===== src/rtl/sm510_input_matrix_pkg.sv =====
// sm510_input_pkg: mapping-entry layout, source/target encodings and strobe decode shared by the input matrix.
package sm510_input_pkg;

    localparam int ENT_EN      = 7;
    localparam int ENT_SRC     = 6;
    localparam int ENT_IDX_MSB = 5;
    localparam int ENT_IDX_LSB = 3;
    localparam int ENT_TGT_MSB = 2;
    localparam int ENT_TGT_LSB = 0;

    typedef enum logic {
        SRC_S = 1'b0,
        SRC_R = 1'b1
    } src_e;

    typedef enum logic [2:0] {
        TGT_K0   = 3'd0,
        TGT_K1   = 3'd1,
        TGT_K2   = 3'd2,
        TGT_K3   = 3'd3,
        TGT_BA   = 3'd4,
        TGT_BETA = 3'd5
    } tgt_e;

    // R has only four lines, so R strobe indices 4-7 can never be driven by the CPU
    function automatic logic strobe_match(input logic src, input logic [2:0] idx,
                                          input logic [7:0] s, input logic [3:0] r);
        return (src == SRC_R) ? (!idx[2] && r[idx[1:0]]) : s[idx];
    endfunction

endpackage


===== src/rtl/sm510_input_matrix_if.sv =====
// sm510_input_matrix_if: key-scan bus between the sm510 core (strobes) and the input matrix (K/BA/beta).
interface sm510_input_matrix_if;

    logic [7:0] shifter_s;
    logic [3:0] output_r;
    logic [3:0] input_k;
    logic       input_ba;
    logic       input_beta;

    modport master (
        output shifter_s,
        output output_r,
        input  input_k,
        input  input_ba,
        input  input_beta
    );

    modport slave (
        input  shifter_s,
        input  output_r,
        output input_k,
        output input_ba,
        output input_beta
    );

endinterface


===== src/rtl/sm510_input_matrix_debounce.sv =====
// input_debounce: 2-FF synchronizer plus stable-count debouncer for one raw button level.
module input_debounce #(
    parameter int DEBOUNCE_CYCLES = 1024
) (
    input  logic clk,
    input  logic reset_n,
    input  logic raw,
    output logic state
);

    logic [1:0] sync;

    // two-stage synchronizer, sync[1] is the metastability-safe copy
    always_ff @(posedge clk or negedge reset_n) begin
        if (!reset_n) sync <= '0;
        else          sync <= {sync[0], raw};
    end

    generate
        if (DEBOUNCE_CYCLES == 0) begin : g_bypass
            assign state = sync[1];
        end else begin : g_count
            localparam int CW = (DEBOUNCE_CYCLES > 1) ? $clog2(DEBOUNCE_CYCLES) : 1;
            logic [CW-1:0] cnt;
            // flip on the DEBOUNCE_CYCLES-th consecutive differing cycle; any agreement restarts the count
            always_ff @(posedge clk or negedge reset_n) begin
                if (!reset_n) begin
                    cnt   <= '0;
                    state <= 1'b0;
                end else if (sync[1] == state) begin
                    cnt <= '0;
                end else if (cnt == CW'(DEBOUNCE_CYCLES - 1)) begin
                    cnt   <= '0;
                    state <= ~state;
                end else begin
                    cnt <= cnt + 1'b1;
                end
            end
        end
    endgenerate

endmodule


===== src/rtl/sm510_input_matrix.sv =====
// sm510_input_matrix: routes debounced buttons onto SM510 K/BA/beta through a runtime-loaded mapping table.
module sm510_input_matrix
    import sm510_input_pkg::*;
#(
    parameter int BUTTON_COUNT    = 16,
    parameter int DEBOUNCE_CYCLES = 1024
) (
    input  logic                    clk,
    input  logic                    reset_n,
    input  logic [BUTTON_COUNT-1:0] buttons,
    input  logic                    cfg_wr,
    input  logic [3:0]              cfg_index,
    input  logic [7:0]              cfg_data,
    sm510_input_matrix_if.slave     bus,
    output logic                    pressed_any
);

    localparam int IW = (BUTTON_COUNT > 1) ? $clog2(BUTTON_COUNT) : 1;

    logic [7:0]              map [BUTTON_COUNT];
    logic [BUTTON_COUNT-1:0] db;
    logic [BUTTON_COUNT-1:0] live;
    logic [BUTTON_COUNT-1:0] hit;
    logic [3:0]              k_nxt;
    logic                    ba_nxt;
    logic                    beta_nxt;

    genvar i;
    generate
        for (i = 0; i < BUTTON_COUNT; i++) begin : g_btn
            input_debounce #(.DEBOUNCE_CYCLES(DEBOUNCE_CYCLES)) u_db (
                .clk     (clk),
                .reset_n (reset_n),
                .raw     (buttons[i]),
                .state   (db[i])
            );
            assign live[i] = map[i][ENT_EN] & db[i];
            assign hit[i]  = live[i] & strobe_match(map[i][ENT_SRC], map[i][ENT_IDX_MSB:ENT_IDX_LSB],
                                                    bus.shifter_s, bus.output_r);
        end
    endgenerate

    // mapping table; out-of-range indices are dropped rather than aliased
    always_ff @(posedge clk or negedge reset_n) begin
        if (!reset_n) begin
            for (int j = 0; j < BUTTON_COUNT; j++) map[j] <= '0;
        end else if (cfg_wr && ({1'b0, cfg_index} < 5'(BUTTON_COUNT))) begin
            map[cfg_index[IW-1:0]] <= cfg_data;
        end
    end

    // OR every live entry into its target; BA/beta ignore the strobe fields, reserved targets add nothing
    always_comb begin
        k_nxt    = '0;
        ba_nxt   = 1'b0;
        beta_nxt = 1'b0;
        for (int j = 0; j < BUTTON_COUNT; j++) begin
            k_nxt    = k_nxt | ({3'b000, hit[j] & ~map[j][ENT_TGT_MSB]} << map[j][ENT_TGT_MSB-1:ENT_TGT_LSB]);
            ba_nxt   = ba_nxt | (live[j] && (map[j][ENT_TGT_MSB:ENT_TGT_LSB] == TGT_BA));
            beta_nxt = beta_nxt | (live[j] && (map[j][ENT_TGT_MSB:ENT_TGT_LSB] == TGT_BETA));
        end
    end

    // registered outputs towards the core
    always_ff @(posedge clk or negedge reset_n) begin
        if (!reset_n) begin
            bus.input_k    <= '0;
            bus.input_ba   <= 1'b0;
            bus.input_beta <= 1'b0;
            pressed_any    <= 1'b0;
        end else begin
            bus.input_k    <= k_nxt;
            bus.input_ba   <= ba_nxt;
            bus.input_beta <= beta_nxt;
            pressed_any    <= |db;
        end
    end

endmodule


===== src/flat_wrapper.sv =====
// flat-port wrapper written by rule: the top's interface ports become plain ports
module sm510_input_matrix_flat import sm510_input_pkg::*;
#(
    parameter int BUTTON_COUNT    = 16,
    parameter int DEBOUNCE_CYCLES = 1024
)
  (clk, reset_n, buttons, cfg_wr, cfg_index, cfg_data, pressed_any, bus_shifter_s, bus_output_r, bus_input_k, bus_input_ba, bus_input_beta);
  sm510_input_matrix_if bus_i ();
  input  logic clk;
  input  logic reset_n;
  input  logic [BUTTON_COUNT-1:0] buttons;
  input  logic cfg_wr;
  input  logic [3:0] cfg_index;
  input  logic [7:0] cfg_data;
  output logic pressed_any;
  input wire logic [$bits(bus_i.shifter_s)-1:0] bus_shifter_s;
  input wire logic [$bits(bus_i.output_r)-1:0] bus_output_r;
  output wire logic [$bits(bus_i.input_k)-1:0] bus_input_k;
  output wire logic [$bits(bus_i.input_ba)-1:0] bus_input_ba;
  output wire logic [$bits(bus_i.input_beta)-1:0] bus_input_beta;
  assign bus_i.shifter_s = bus_shifter_s;
  assign bus_i.output_r = bus_output_r;
  assign bus_input_k = bus_i.input_k;
  assign bus_input_ba = bus_i.input_ba;
  assign bus_input_beta = bus_i.input_beta;
  sm510_input_matrix #(.BUTTON_COUNT(BUTTON_COUNT), .DEBOUNCE_CYCLES(DEBOUNCE_CYCLES)) u_core (.clk(clk), .reset_n(reset_n), .buttons(buttons), .cfg_wr(cfg_wr), .cfg_index(cfg_index), .cfg_data(cfg_data), .bus(bus_i), .pressed_any(pressed_any));
endmodule

===== config.mk =====
export PLATFORM = sky130hd
export DESIGN_NAME = sm510_input_matrix_flat
export DESIGN_NICKNAME = d
export VERILOG_FILES = /design/src/rtl/sm510_input_matrix_pkg.sv /design/src/rtl/sm510_input_matrix_if.sv /design/src/rtl/sm510_input_matrix_debounce.sv /design/src/rtl/sm510_input_matrix.sv /design/src/flat_wrapper.sv
export SDC_FILE = /design/constraint.sdc
export NUM_CORES = 1
export LEC_CHECK = 0
export BUFFER_PORTS_ARGS = -buffer_cell sky130_fd_sc_hd__buf_2
export CAP_MARGIN = 30
export CORE_MARGIN = 5
export CORE_UTILIZATION = 40
export CTS_CLUSTER_SIZE = 12
export DETAILED_ROUTE_END_ITERATION = 10
export PLACE_DENSITY_LB_ADDON = 0.15
export SLEW_MARGIN = 20
export SYNTH_ARGS = -nofsm -noshare
export SYNTH_HDL_FRONTEND = slang
export SYNTH_HIERARCHICAL = 1
export SYNTH_SLANG_ARGS = --single-unit

===== constraint.sdc =====
create_clock -name clk -period 2.5 [get_ports clk]
set_input_delay 0 -clock clk [delete_from_list [all_inputs] [get_ports clk]]
set_output_delay 0 -clock clk [all_outputs]
set_load 0.02 [all_outputs]

# Word-level counts from Yosys, hierarchy flattened
# Index checks and enable logic that the tools add are counted.
# word_totals
out_inout_bits	7
elab_cells	537
latch_bits	0
rom_bits	0
register_bits	343
ram_bits	0
inputBits	43
memories	0
# op_classes
bitwise_logic	142
n_mux	115
shift	16
div	0
n_reduce_logical	82
addsub	16
eq_ne	64
n_mul	0
order_cmp	34
# op_table
op	n
2-to-1 mux 10 bit	32
adder 10 x 1 -> 10 bit, second input constant	16
== test 10 bit, second input constant	16
bitwise mux 128 bit	1
== test 3 bit, second input constant	32
less-than comparator 3 x 4 -> 1 bit, second input constant	16
<< shifter 1 x 2 -> 4 bit	16
OR 4 bit	15
logical AND 1 bit	49
AND 1 bit	48
binary-select mux 1 bit (select 3 bit)	16
less-than comparator 2 x 3 -> 1 bit, second input constant	16
2-to-1 mux 1 bit	48
inverter 1 bit	48
binary-select mux 1 bit (select 2 bit)	16
demux 8 bit (select 4 bit)	1
AND reduction 2 bit	16
OR 1 bit	30
== test 1 bit	16
logical NOT 1 bit	16
OR reduction 16 bit	1
2-to-1 mux 8 bit	1
>= comparator 5 bit, second input constant	1
less-than comparator 5 x 1 -> 1 bit, second input constant	1
inverter 4 -> 5 bit	1

# Logic depth before layout (Yosys ltp)
# Gate-level depths: netlist (run 1).
# logic_depth
depth_word	22
ltp_mapped	7
depth_no_buf	6

# By module
# The synthesis (run 1) kept the hierarchy.
# modules_own_cells
module	area_each_um2	cells_per_inst	n_inst	seq_area_each_um2
input_debounce	591.8	55	16	325.3
sm510_input_matrix	8525.7	797	1	3378.2

# Worst setup path before layout (run 1)
# OpenSTA, ideal clock, no wires.
# synth_path
path_kind	register to register
from	register u_core/map[35] in the netlist's numbering
to	register u_core.bus.input_k[0]
setup_slack_ns	0.378
setup_ns	0.140
n_path_buf	0
arrival_time_ns	1.983
stages_incl_launch_ff	7
period_less_slack_ns	2.122
required_time_ns	2.360
cell_sequence	dfrtp_1 > mux4_2 > and3_1 > a32o_1 > or4_4 > nor4_2 > nand4_1
# synth_between
elab_chain_len	12
elab_cells_between_ends	14
classes_between	shift: 1; mux: 5; bitwise: 7; reduce/logical: 1
# synth_rtl
element	line_no	source
start: declaration	sm510_input_matrix.sv:20	logic [7:0] map [BUTTON_COUNT];
start signal: indexed assignment	sm510_input_matrix.sv:48	map[cfg_index[IW-1:0]] <= cfg_data;
binary-select mux 1 bit (select 2 bit)	sm510_input_matrix_pkg.sv:28	return (src == SRC_R) ? (!idx[2] && r[idx[1:0]]) : s[idx];
2-to-1 mux 1 bit (not written as such)	sm510_input_matrix_pkg.sv:28	
logical AND 1 bit	sm510_input_matrix_pkg.sv:28	
2-to-1 mux 1 bit *	sm510_input_matrix_pkg.sv:28	
AND 1 bit *	sm510_input_matrix.sv:38	assign hit[i] = live[i] & strobe_match(map[i][ENT_SRC], map[i][ENT_IDX_MSB:ENT_IDX_LSB],
AND 1 bit *	sm510_input_matrix.sv:58	k_nxt = k_nxt | ({3'b000, hit[j] & ~map[j][ENT_TGT_MSB]} << map[j][ENT_TGT_MSB-1:ENT_TGT_LSB]);
<< shifter 1 x 2 -> 4 bit *	sm510_input_matrix.sv:58	
OR 4 bit * (5 in a row)	sm510_input_matrix.sv:58	
via u_core.k_nxt[0]	sm510_input_matrix.sv:24	logic [3:0] k_nxt;
end signal: assignment	sm510_input_matrix.sv:72	bus.input_k <= k_nxt;
end: declaration	sm510_input_matrix_if.sv:21	output input_k,
# The timed path passes the listed nets; every way through them passes the cells marked *. The select of a mux whose other input is x is not followed.
# A chain may end at the register's enable or synchronous reset.

# Worst setup path after layout (run 1)
# layout_path
from	register u_core/map[75] in the netlist's numbering
to	register u_core.bus.input_k[1]
# layout_between
elab_chain_len	17
elab_cells_between_ends	19
classes_between	shift: 1; mux: 5; bitwise: 12; reduce/logical: 1
# layout_rtl
element	line_no
binary-select mux 1 bit (select 2 bit)	sm510_input_matrix_pkg.sv:28
2-to-1 mux 1 bit (not written as such)	sm510_input_matrix_pkg.sv:28
logical AND 1 bit	sm510_input_matrix_pkg.sv:28
2-to-1 mux 1 bit *	sm510_input_matrix_pkg.sv:28
AND 1 bit *	sm510_input_matrix.sv:38
AND 1 bit *	sm510_input_matrix.sv:58
<< shifter 1 x 2 -> 4 bit *	sm510_input_matrix.sv:58
OR 4 bit * (10 in a row)	sm510_input_matrix.sv:58
via u_core.k_nxt[1]	sm510_input_matrix.sv:24
# Marks and branches as above.

==> impl_results.md, run 1 <==
- Status: complete, no violations
- Power Density: 735 nW/um^2
- WP data arrival: 2.76 ns
- CTS clk-pin slew, worst paths: 0.06 ns
- HPWL after DPL: 34,300 um
- Post-synthesis register bit count: 343
- Die span in x: 222 um
- Pwr Total: 15.3 mW
- Clock latency on the worst-skew pair: 0.56 ns
- Antenna violations before repair: 0
- # setup viols final: 0
- H-tree Lvls: 2
- Most frequent cells in the layout: dfrtp_1 (343), nor2_1 (130), mux2_2 (119)
- Post-synth EDFFs: 0
- Initial Util: 40.6%
- Worst setup SP type: flop
- Worst-path fanout max: 6
- CTS buffer count: 41
- WHS: 0.0567 ns
- Fin crit share: 93.3%
- Final Skew: 0.0158 ns
- Slew Limit Fails: 0
- CP required: 2.92 ns
- Hold Path Class: input pin to flop
- Final Hold Vio Count: 0
- Netlist cell types: 72
- Vias in the first global route: 13,500
- Yosys Warn Count: 6
- CTS root buf: clkbuf_16
- P_leak: 8.28 nW
- FP Rows: 77
- Post-CTS setup buffers: 0
- Largest net degree at the start of global routing: 75
- Residual DRC: 0
- Routed Antenna Nets: 0
- Post-synth net total: 1,736
- Crit end category: flop
- Slew HR: 44.3%
- Share of layout cells above drive strength 1: 17.8%
- Tmin final: 2.33 ns
- Reg2Reg Setup Slack: 0.17 ns
- Die area: 49,300 um^2
- Fraction of registers with async set/reset: 100%
- WL/cell: 20.4 um
- Final Cell Area: 20,800 um^2
- Worst-margin pin slew: 0.829 ns
- Setup CP Type: flop to flop
- PortBufs: 49
- Synthesis-to-finish area growth: 15.4%
- Commonest non-fill, non-tap cell in the layout: dfrtp_1
- Initial DRT Pass Iterations: 5
- Maximum vdd drop: 496 uV
- Via density: 5.73
- DRT Wirelength: 49,000 um
- Setup TNS: 0 ns
- Total track usage: 19.5%
- Nets: 1,842
- Clock sink count: 343
- Fmax: 0.429 GHz
- First-pass GRT wire length: 77,900 um
- CTS tree: yes
- DRT iter0 DRCs: 828
- Ports: 50
- Core Box Area: 44,300 um^2
- Post-layout util: 46.9%
- Syn Area/Cell: 10.7 um^2
- Main synth FF type: dfrtp_1
- Gr ovfl total: 0
- Cell count after synthesis: 1,677
- Max Root-Sink Buffers: 3
- Sequential element share of the synthesized area: 47.7%
- Synth Cell Area: 18,000 um^2
- Via Count: 13,800
- Dpl cell area: 19,100 um^2
- Max_cap viols: 0
- RSZ-0062 raised after global routing: false
- Die Span Y: 222 um
- Routability cong.: 0.943
[per-stage QoR]
stage,cells,setup slack (ns)
floorplan,1677,0.378
global placement,2307,0.245
detailed placement,2307,0.207
CTS,2405,0.208
global route,2405,0.111
finish,2406,0.167
[cell families after synthesis]
logic type	synth area share, %
AO/OA/AOI/OAI	9.96
XOR/XNOR	3.89
adder cells (fa/ha/maj)	1.11
buffers and inverters	2.15
flip-flops	47.7
multiplexers	14.4
AND/OR/NAND/NOR	20.7
[worst max-delay path, cell delays in order, from the launching register on]
cell and delay (ns):
dfrtp_1 0.43, mux4_2 0.54, nand4b_1 0.21, buf_4 0.17, o22ai_1 0.08, a211o_1 0.27, nor4_1 0.38, nand4_1 0.14
[layer usage]
layer	GRT usage, %	routed length (um)	vias up
met5	0	0	-
met4	5.81	1230	0
li1	-	-	6473
met2	30.6	22500	332
met1	28.0	22800	6887
met3	3.46	2390	90
[timing repair]
| action | CTS | global route |
|---|---|---|
| gates resized for setup | 0 | 0 |
| hold buffers | 25 | 0 |
| setup endpoints to repair | 0 | 0 |
| hold endpoints to repair | 428 | 0 |
[final cells by class]
cell class,count,area (um^2)
inverter,64,240
clock inverter,9,151
tap,592,741
antenna,1,2.50
multi-input combinational,1232,9020
fill,4121,23500
timing repair buffer,101,763
sequential,343,8580
clock buffer,64,1260
[sequential cells by signal, indices dropped and copies added, names as in the netlist]
| name | cells |
|---|---|
| u_core/map | 128 |
| u_core/bus.input_k | 4 |
| u_core/g_btn.u_db/state | 16 |
| u_core/bus.input_beta | 1 |
| u_core/g_btn.u_db/sync | 32 |
| u_core/bus.input_ba | 1 |
| u_core/g_btn.u_db/g_count.cnt | 160 |
| u_core/pressed_any | 1 |
[power breakdown]
| group | switching, mW | internal (mW) |
|---|---|---|
| sequential | 0.841 | 6.13 |
| clock | 2.35 | 3.88 |
| combinational | 1.00 | 1.08 |
[synth_stat cells (10+ instances only)]
| cell | n | area (um^2) |
|---|---|---|
| dfrtp_1 | 343 | 8580 |
| nor2_1 | 130 | 488 |
| mux2_2 | 119 | 1340 |
| nand2_1 | 105 | 394 |
| nand3_1 | 92 | 460 |
| a21oi_1 | 87 | 435 |
| inv_1 | 64 | 240 |
| o21ai_0 | 59 | 295 |
| or3_1 | 53 | 332 |
| xnor2_1 | 48 | 420 |
| nand4_1 | 45 | 282 |
| mux2i_1 | 41 | 410 |
| nand3b_1 | 36 | 270 |
| or4_1 | 35 | 263 |
| clkbuf_1 | 34 | 128 |
| nor3_1 | 34 | 170 |
| xor2_1 | 32 | 280 |
| mux4_2 | 25 | 563 |
| mux2_1 | 23 | 259 |
| nor4_1 | 19 | 119 |
| o211ai_1 | 19 | 143 |
| nand2b_1 | 18 | 113 |
| nor2b_1 | 18 | 113 |
| o22ai_1 | 17 | 106 |
| ha_1 | 16 | 200 |
| nand3_4 | 16 | 280 |
| o31ai_1 | 16 | 120 |
| o31ai_2 | 16 | 200 |
| nor3b_1 | 10 | 75.1 |
[worst paths after layout]
| check | from | end | cells after the start |
|---|---|---|---|
| worst max-delay path | u_core/map[75]$_DFFE_PN0P_ | u_core/bus.input_k[1]$_DFF_PN0_ | 7 |
| worst min-delay path | cfg_data[3] | u_core/map[27]$_DFFE_PN0P_ | 2 |
| worst max register to register | u_core/map[75]$_DFFE_PN0P_ | u_core/bus.input_k[1]$_DFF_PN0_ | 7 |
| worst min register to register | u_core/g_btn[9].u_db/sync[0]$_DFF_PN0_ | u_core/g_btn[9].u_db/sync[1]$_DFF_PN0_ | 0 |
| max in group asynchronous | reset_n | u_core/g_btn[12].u_db/g_count.cnt[1]$_DFF_PN0_ | 3 |
| min in group asynchronous | reset_n | u_core/map[27]$_DFFE_PN0P_ | 3 |
(Power assumes the default switching activity.)
==> inputs of run 2 (changes only) <==
CORE_UTILIZATION = 50   (was 40)
==> impl_results.md, run 2 (synthesis gave the netlist of run 1 again) <==
- Worst Path Buf+Inv: 0
- Setup TNS: 0 ns
- Most frequent cells in the layout: dfrtp_1 (343), nor2_1 (130), mux2_2 (119)
- PortBufs: 49
- Fmax: 0.430 GHz
- Initial DRT Pass Iterations: 5
- GR peak layer: met2
- Largest net degree at the start of global routing: 75
- Slew HR: 49.9%
- CP required: 2.89 ns
- Worst setup SP type: flop
- Pwr Total: 14.9 mW
- Nets: 1,839
- Final Skew: 0.0208 ns
- DRT Wirelength: 47,500 um
- WL/cell: 20.9 um
- Clock latency on the worst-skew pair: 0.53 ns
- Crit end category: flop
- Die span in x: 200 um
- Met3 Track Usage GR: 4.28%
- Routability cong.: 0.979
- P_leak: 8.23 nW
- Largest regs: u_core/g_btn.u_db/g_count.cnt: 160 flops, u_core/map: 128 flops, u_core/g_btn.u_db/sync: 32 flops
- Worst-path fanout max: 6
- Synthesis-to-finish area growth: 13.9%
- R2R Path Start: u_core/map[75]$_DFFE_PN0P_
- CTS root buf: clkbuf_16
- H-tree Lvls: 2
- Maximum vdd drop: 650 uV
- WP data arrival: 2.71 ns
- Status: complete, no violations
- Worst-margin pin slew: 0.749 ns
- First-pass GRT wire length: 76,300 um
- Cells along the critical path: mux4_2 > nand4b_1 > o22ai_1 > a211o_1 > nor4_1 > nand4_1
- Routed Antenna Nets: 0
- Crit-path slowest cell: mux4_2
- Fill cells: 3,000
- Vias in the first global route: 13,600
- Largest register FFs: 160
- Antenna violations before repair: 1
- Slew Limit Fails: 0
- HPWL after DPL: 34,100 um
- CTS resizes: 0
- Via density: 6.08
- Initial Util: 50.6%
- Final Cell Area: 20,500 um^2
- Power Density: 729 nW/um^2
- Post-CTS setup buffers: 0
- Hold Path Class: input pin to flop
- Clock sink count: 343
- FP Rows: 69
- Critical Path Start: u_core/map[75]$_DFFE_PN0P_
- Setup CP Type: flop to flop
- Die Span Y: 200 um
- Delay-heaviest family, CP: simple AND/OR/NAND/NOR gates
- Max Root-Sink Buffers: 3
- Residual DRC: 0
- GRT met2 Usage: 37.8%
- Dpl cell area: 19,000 um^2
- Share of layout cells above drive strength 1: 17.8%
- Total track usage: 24.3%
- Tmin final: 2.32 ns
- Hold buffers post-CTS: 21
- CTS buffer count: 39
- Commonest non-fill, non-tap cell in the layout: dfrtp_1
- # setup viols final: 0
- Ports: 50
- Hold path start: cfg_data[1]
- GR Util met1: 34.4%
- RSZ-0062 raised after global routing: false
- CTS clk-pin slew, worst paths: 0.06 ns
- DRT iter0 DRCs: 1,028
- CTS tree: yes
- Fin crit share: 92.9%
- Gr ovfl total: 0
- Core Box Area: 35,600 um^2
- Biggest register: u_core/g_btn.u_db/g_count.cnt
- CP peak stage delay: 0.52 ns
- Max_cap viols: 0
- Final Hold Vio Count: 0
- Number of diodes: 0
- Die area: 39,900 um^2
- Via Count: 13,800
-- run 2: where the power goes --
part | switching, mW | total, mW | internal, mW
Combinational | 1.00 | 2.08 | 1.08
Clock | 2.23 | 5.91 | 3.68
Sequential | 0.832 | 6.96 | 6.13
-- run 2: layout make-up --
cell class / instances / area [um^2] / share of cell area [%]
clock buffer: 57 / 1140 / 5.58
clock inverter: 11 / 186 / 0.910
inverter: 64 / 240 / 1.17
multi-input combinational: 1232 / 9020 / 44.0
sequential: 343 / 8580 / 41.9
tap: 461 / 577 / 2.81
timing repair buffer: 100 / 741 / 3.61
-- run 2: path summary, 6_finish.rpt --
path | end | slack (ns) | cells after the start
setup / recovery | u_core/bus.input_k[1]$_DFF_PN0_ | 0.18 | 6
hold / removal | u_core/map[65]$_DFFE_PN0P_ | 0.04 | 2
setup reg to reg | u_core/bus.input_k[1]$_DFF_PN0_ | 0.18 | 6
hold reg to reg | u_core/g_btn[4].u_db/sync[1]$_DFF_PN0_ | 0.35 | 0
max in group asynchronous | u_core/g_btn[4].u_db/sync[0]$_DFF_PN0_ | 1.64 | 3
min in group asynchronous | u_core/map[100]$_DFFE_PN0P_ | 0.07 | 2
-- run 2: layer usage --
metal / share of wire, % / up-vias
li1: - / 6445
met1: 44 / 6788
met2: 46 / 445
met3: 5.9 / 111
met4: 3.8 / 2
met5: 0.027 / -
-- run 2: per-stage QoR --
step	util (%)	std cells	hold slack (ns)	worst slack [ns]
4_1_cts	57.6	2268	0.0106	0.186
2_1_floorplan	-	1677	-0.296	0.378
3_5_place_dp	53.3	2179	0.0377	0.188
6_report	57.6	2268	0.0421	0.177
5_1_grt	57.6	2268	0.0235	0.0901
3_3_place_gp	53.3	2179	0.0328	0.239
